--- config.mk ---
export PLATFORM = sky130hd
export DESIGN_NAME = instr_fetch_unit
export DESIGN_NICKNAME = d
export VERILOG_FILES = /design/src/rtl/instr_fetch_unit_pkg.sv /design/src/rtl/instr_fetch_unit_fetch_queue.sv /design/src/rtl/instr_fetch_unit.sv
export SDC_FILE = /design/constraint.sdc
export NUM_CORES = 1
export LEC_CHECK = 0
export BUFFER_PORTS_ARGS = -buffer_cell sky130_fd_sc_hd__buf_2
export CORE_ASPECT_RATIO = 0.5
export CORE_MARGIN = 3
export CORE_UTILIZATION = 50
export CTS_CLUSTER_DIAMETER = 40
export DETAILED_ROUTE_END_ITERATION = 7
export PLACE_DENSITY = 0.75
export SLEW_MARGIN = 20
export SYNTH_ARGS = -nofsm -noshare
export SYNTH_HDL_FRONTEND = slang
export SYNTH_SLANG_ARGS = --single-unit
--- constraint.sdc ---
create_clock -name Clk -period 5.9 [get_ports Clk]
set_input_delay 1.18 -clock Clk [delete_from_list [all_inputs] [get_ports Clk]]
set_output_delay 1.18 -clock Clk [all_outputs]
set_load 0.02 [all_outputs]
--- src/rtl/instr_fetch_unit_pkg.sv ---
// Shared fetch-path constants and types used by the instruction fetch front end
// and the processor datapath it feeds.
package instr_fetch_unit_pkg;

  localparam int unsigned IFU_ADDR_W   = 32;
  localparam int unsigned IFU_INSTR_W  = 32;
  localparam logic [31:0] IFU_PC_RESET = 32'h0000_0000;
  localparam logic [31:0] IFU_PC_INCR  = 32'd4;

  // Occupancy of the 2-entry fetch queue (0..2).
  typedef logic [1:0] q_count_t;

endpackage

--- src/rtl/instr_fetch_unit_fetch_queue.sv ---
// Two-entry {pc, instr} FIFO between instruction memory and the consumer.
// Entry 0 is always the head; the head keeps its last contents when the queue drains.
module instr_fetch_unit_fetch_queue
  import instr_fetch_unit_pkg::*;
#(
  parameter int unsigned ADDR_W  = IFU_ADDR_W,
  parameter int unsigned INSTR_W = IFU_INSTR_W
) (
  input  logic               Clk,
  input  logic               Rst,
  input  logic               push_i,
  input  logic               pop_i,
  input  logic               flush_i,
  input  logic [ADDR_W-1:0]  push_pc_i,
  input  logic [INSTR_W-1:0] push_instr_i,
  output q_count_t           count_o,
  output logic [ADDR_W-1:0]  head_pc_o,
  output logic [INSTR_W-1:0] head_instr_o
);

  logic [ADDR_W-1:0]  pc0_q, pc0_d, pc1_q, pc1_d;
  logic [INSTR_W-1:0] instr0_q, instr0_d, instr1_q, instr1_d;
  q_count_t           count_q, count_d;

  always_comb begin
    pc0_d    = pc0_q;
    pc1_d    = pc1_q;
    instr0_d = instr0_q;
    instr1_d = instr1_q;
    count_d  = count_q;
    if (flush_i) begin
      count_d = '0;
    end else begin
      // Shift only when a second entry exists, so a drained head keeps its value.
      if (pop_i && (count_q == 2'd2)) begin
        pc0_d    = pc1_q;
        instr0_d = instr1_q;
      end
      if (push_i) begin
        if ((count_q - {1'b0, pop_i}) == 2'd0) begin
          pc0_d    = push_pc_i;
          instr0_d = push_instr_i;
        end else begin
          pc1_d    = push_pc_i;
          instr1_d = push_instr_i;
        end
      end
      count_d = count_q + {1'b0, push_i} - {1'b0, pop_i};
    end
  end

  always_ff @(posedge Clk) begin
    if (Rst) begin
      pc0_q    <= '0;
      pc1_q    <= '0;
      instr0_q <= '0;
      instr1_q <= '0;
      count_q  <= '0;
    end else begin
      pc0_q    <= pc0_d;
      pc1_q    <= pc1_d;
      instr0_q <= instr0_d;
      instr1_q <= instr1_d;
      count_q  <= count_d;
    end
  end

  // The issue credit upstream must make a push into a full, non-draining queue impossible.
  always_ff @(posedge Clk) begin
    if (!Rst && !flush_i) begin
      assert (!(push_i && !pop_i && (count_q == 2'd2)));
    end
  end

  assign count_o      = count_q;
  assign head_pc_o    = pc0_q;
  assign head_instr_o = instr0_q;

endmodule

--- src/rtl/instr_fetch_unit.sv ---
// Instruction fetch front end: owns the PC, drives a 1-cycle-latency instruction
// memory, and buffers responses in a 2-entry queue so the datapath can stall.
module instr_fetch_unit
  import instr_fetch_unit_pkg::*;
#(
  parameter int unsigned       ADDR_W   = IFU_ADDR_W,
  parameter int unsigned       INSTR_W  = IFU_INSTR_W,
  parameter logic [ADDR_W-1:0] PC_RESET = ADDR_W'(IFU_PC_RESET)
) (
  input  logic               Clk,
  input  logic               Rst,
  input  logic               PC_Sel,
  input  logic [ADDR_W-1:0]  PC_Target,
  output logic               Imem_En,
  output logic [ADDR_W-1:0]  Imem_Addr,
  input  logic [INSTR_W-1:0] Imem_Instr,
  output logic               Instr_Valid,
  output logic [INSTR_W-1:0] Instr_Out,
  output logic [ADDR_W-1:0]  PC_Out,
  input  logic               Instr_Ready
);

  logic [ADDR_W-1:0] fetch_pc_q, fetch_pc_d;
  logic [ADDR_W-1:0] inflight_pc_q, inflight_pc_d;
  logic              inflight_q, inflight_d;
  q_count_t          count;
  logic              pop, issue, push;
  logic [2:0]        credit;

  assign Instr_Valid = !Rst && (count != '0);
  assign pop         = Instr_Valid && Instr_Ready;

  // Queue slots already spoken for, counting the response still on its way back.
  assign credit  = {1'b0, count} + {2'b0, inflight_q} - {2'b0, pop};
  assign issue   = !Rst && !PC_Sel && (credit < 3'd2);
  assign Imem_En   = issue;
  assign Imem_Addr = Rst ? PC_RESET : fetch_pc_q;

  // A response arriving during a redirect belongs to the abandoned path.
  assign push = inflight_q && !PC_Sel;

  always_comb begin
    fetch_pc_d    = fetch_pc_q;
    inflight_pc_d = inflight_pc_q;
    inflight_d    = issue;
    if (PC_Sel) begin
      fetch_pc_d = PC_Target & ~ADDR_W'(3);
    end else if (issue) begin
      fetch_pc_d    = fetch_pc_q + ADDR_W'(IFU_PC_INCR);
      inflight_pc_d = fetch_pc_q;
    end
  end

  always_ff @(posedge Clk) begin
    if (Rst) begin
      fetch_pc_q    <= PC_RESET;
      inflight_pc_q <= PC_RESET;
      inflight_q    <= 1'b0;
    end else begin
      fetch_pc_q    <= fetch_pc_d;
      inflight_pc_q <= inflight_pc_d;
      inflight_q    <= inflight_d;
    end
  end

  instr_fetch_unit_fetch_queue #(
    .ADDR_W  (ADDR_W),
    .INSTR_W (INSTR_W)
  ) u_fetch_queue (
    .Clk          (Clk),
    .Rst          (Rst),
    .push_i       (push),
    .pop_i        (pop),
    .flush_i      (PC_Sel),
    .push_pc_i    (inflight_pc_q),
    .push_instr_i (Imem_Instr),
    .count_o      (count),
    .head_pc_o    (PC_Out),
    .head_instr_o (Instr_Out)
  );

endmodule

==> flow_metrics.tcl <==
set metrics [dict create \
    synth-seq-area-share_pct 47.76 \
    utilization_pct 62.37 \
    route.antenna.remaining_nets 0 \
    grt_util_met3_pct 4.271 \
    cts.sinks 189 \
    synth_edf_count 0 \
    min_period_over_period_pct 78.63 \
    yosysUniqueCellTypes 49 \
    synth_top_area_cell "dfxtp_1" \
    grt_setup_unrepaired "no" \
    ys_top_cells_by_area "dfxtp_1 (48%), nand2_1 (10%), a21oi_1 (6.8%)" \
    max_slew.worst_pin.slew_ns 1.057 \
    globalRouteOverflowTotal 0 \
    cts_setup_buffers 0 \
    fill_cells 1319 \
    synth_flop_cell "dfxtp_1" \
    numPortBuffers 161 \
    holdPathStages 2 \
    wl_per_cell_um 16.08 \
    grt_pass1_wl_um 33130 \
    rows 31 \
    fp.coreArea_um2 14970 \
    leakage_nw 3.552 \
    finalSetupTns_ns 0 \
    clock.fmax_ghz 0.2156 \
    synthDominantCellAreaShare_pct 47.76 \
    global_route.usage.met2_pct 39.08 \
    async_flop_share_pct 0 \
    wirelength_um 20710 \
    synth.avg_cell_area_um2 8.200 \
    max_slew_margin_pct 29.52 \
    start_util_pct 52.91 \
    h-tree-depth 4 \
    grt_pass1_vias 6839 \
    hold_buffers 0 \
    drive_gt1_share_pct 20.09 \
    drt-pass1-iter-count 5 \
    areaGrowthSynthToFinish_pct 17.88 \
    num_vias 7252 \
    seqCellArea_um2 3784 \
    critical_path.endpoint_type "output port" \
    r2r_setup_slack_ns 2.27 \
    busiest_layer "met2" \
    drtIter0Drc 549 \
    required_ns 4.72 \
    gp_congestion 0.8036 \
    clk_latency_ns 0.42 \
    grt_max_degree 101 \
    multiInputGateArea_um2 3806 \
    start_kind "input pin" \
    min_to "u_fetch_queue.instr1_q[31]" \
    rr_startpoint "u_fetch_queue.count_o[1]" \
    grt.total_usage_pct 23.11 \
    cts_made_buffers 17 \
    post_cts_resized 0 \
    synth_area_um2 7921 \
    layout_commonest_cell "nand2_1" \
    crit_type "in -> out" \
    critPathMaxFanout 48 \
    hpwl_um 12970 \
    use_met1_pct 30.67 \
    io_pins 166 \
    fin_skew_ns 0.01453 \
    synth_warnings 0 \
    critPathArrivalTime_ns 3.46 \
    clk_pin_slew_worst_paths_ns 0.06 \
    slew_violations 0 \
    finalNetCount 1152 \
    final_cell_mix "nand2_1 (212), dfxtp_1 (189), buf_2 (160)" \
    die_area_um2 17480 \
    diodes 0 \
    drc 0 \
    dieHeight_um 95 \
    clockRootBuffer "clkbuf_16" \
    hp-class "reg -> reg" \
    setup_viol 0 \
    synthCells 966 \
    viasPerCell 5.630 \
    antenna_found_initial 0 \
    cts_tree "done" \
    cts_buffer_depth 2 \
    reg2reg_depth 13 \
    cap_violations 0 \
    die_w_um 184.0 \
    outcome "finished clean" \
    hold_start "u_fetch_queue.instr1_q[31]" \
    max-vdd-ir-drop_mv 0.2050 \
    ys_ff_latch 189 \
    hold_viol 0 \
    min_period_ns 4.639 \
    p_per_area_nw_per_um2 290.0 \
    worstReg2RegEnd "fetch_pc_q[19]" \
    crit_start "Rst" \
]
## sequential cells by signal, summed over array words and instances (netlist names)
signal / flops
inflight_pc_q: 30
fetch_pc_q: 30
u_fetch_queue.instr1_q: 32
u_fetch_queue.pc1_q: 30
u_fetch_queue.head_pc_o: 32
inflight_q: 1
u_fetch_queue.count_o: 2
u_fetch_queue.head_instr_o: 32
## how the worst max path moves through the flow
stage	endpoint	slack, ns	depth (start not counted)
3_3_place_gp	Imem_En	1.32	11
4_1_cts	Imem_En	1.27	11
3_5_place_dp	Imem_En	1.29	11
5_1_grt	Imem_En	1.08	11
6_report	Imem_En	1.26	11
2_1_floorplan	Imem_En	0.59	13
## cells by family after synthesis
| logic type | share of synthesized area [%] |
|---|---|
| buffers and inverters | 4.628 |
| AND/OR/NAND/NOR | 21.89 |
| multiplexers | 5.086 |
| AO/OA/AOI/OAI | 17.71 |
| flip-flops | 47.76 |
| other | 0.04734 |
| XOR/XNOR | 1.990 |
| adder cells (fa/ha/maj) | 0.8846 |
## layer usage
layer | part of all wire (%) | up-vias | routed length, um
met5 | 0 | - | 0
met4 | 1.2 | 0 | 250
met3 | 5.3 | 27 | 1088
met2 | 48 | 235 | 9874
met1 | 46 | 3448 | 9491
li1 | - | 3542 | -
## worst max-delay path, cell delays in order
cell	delay, ns
buf_6	0.29
a21oi_1	0.09
and2_1	0.18
ha_1	0.30
inv_1	0.09
nand2_1	0.07
fa_1	0.57
nor3b_1	0.27
nand2_1	0.11
inv_1	0.13
buf_2	0.18
## report_power, final
part	switching [mW]	internal (mW)	total, mW
combinational	0.165	0.0885	0.253
sequential	0.0385	1.32	1.36
clock	0.502	0.595	1.10
## stage by stage
step	hold WS, ns	power [mW]	setup slack [ns]	instances	area (um2)
after CTS	0.4573	2.725	1.270	1288	9335
after detailed placement	0.4475	1.637	1.293	1258	8782
after global routing	0.4771	2.809	1.080	1288	9338
after global placement	0.4409	1.631	1.320	1258	8782
after floorplan	0.4360	1.542	0.5934	967	7925
final	0.4563	2.708	1.261	1288	9338
## synthesized netlist by cell type (all sizes together) (3+ instances only)
library cell,n
nand2b,3
nand3,12
nor4,10
dfxtp,189
and3,3
clkbuf,65
o22ai,26
buf,13
nor2b,26
a21oi,108
a31oi,6
nand4,12
or2,3
o211ai,7
ha,4
nor2,86
nand2,214
inv,16
nor3,7
or3,6
xor2,5
o21ai,3
mux2i,38
a211oi,72
xnor2,13
## cell type report
type	instances	share of cell area, %
Multi-Input combinational cell	684	40.76
Sequential cell	189	40.52
Timing Repair Buffer	171	9.500
Clock buffer	19	4.743
Tap cell	198	2.653
Clock inverter	11	1.179
Inverter	16	0.6432
Power figures use the tool's default switching activity.
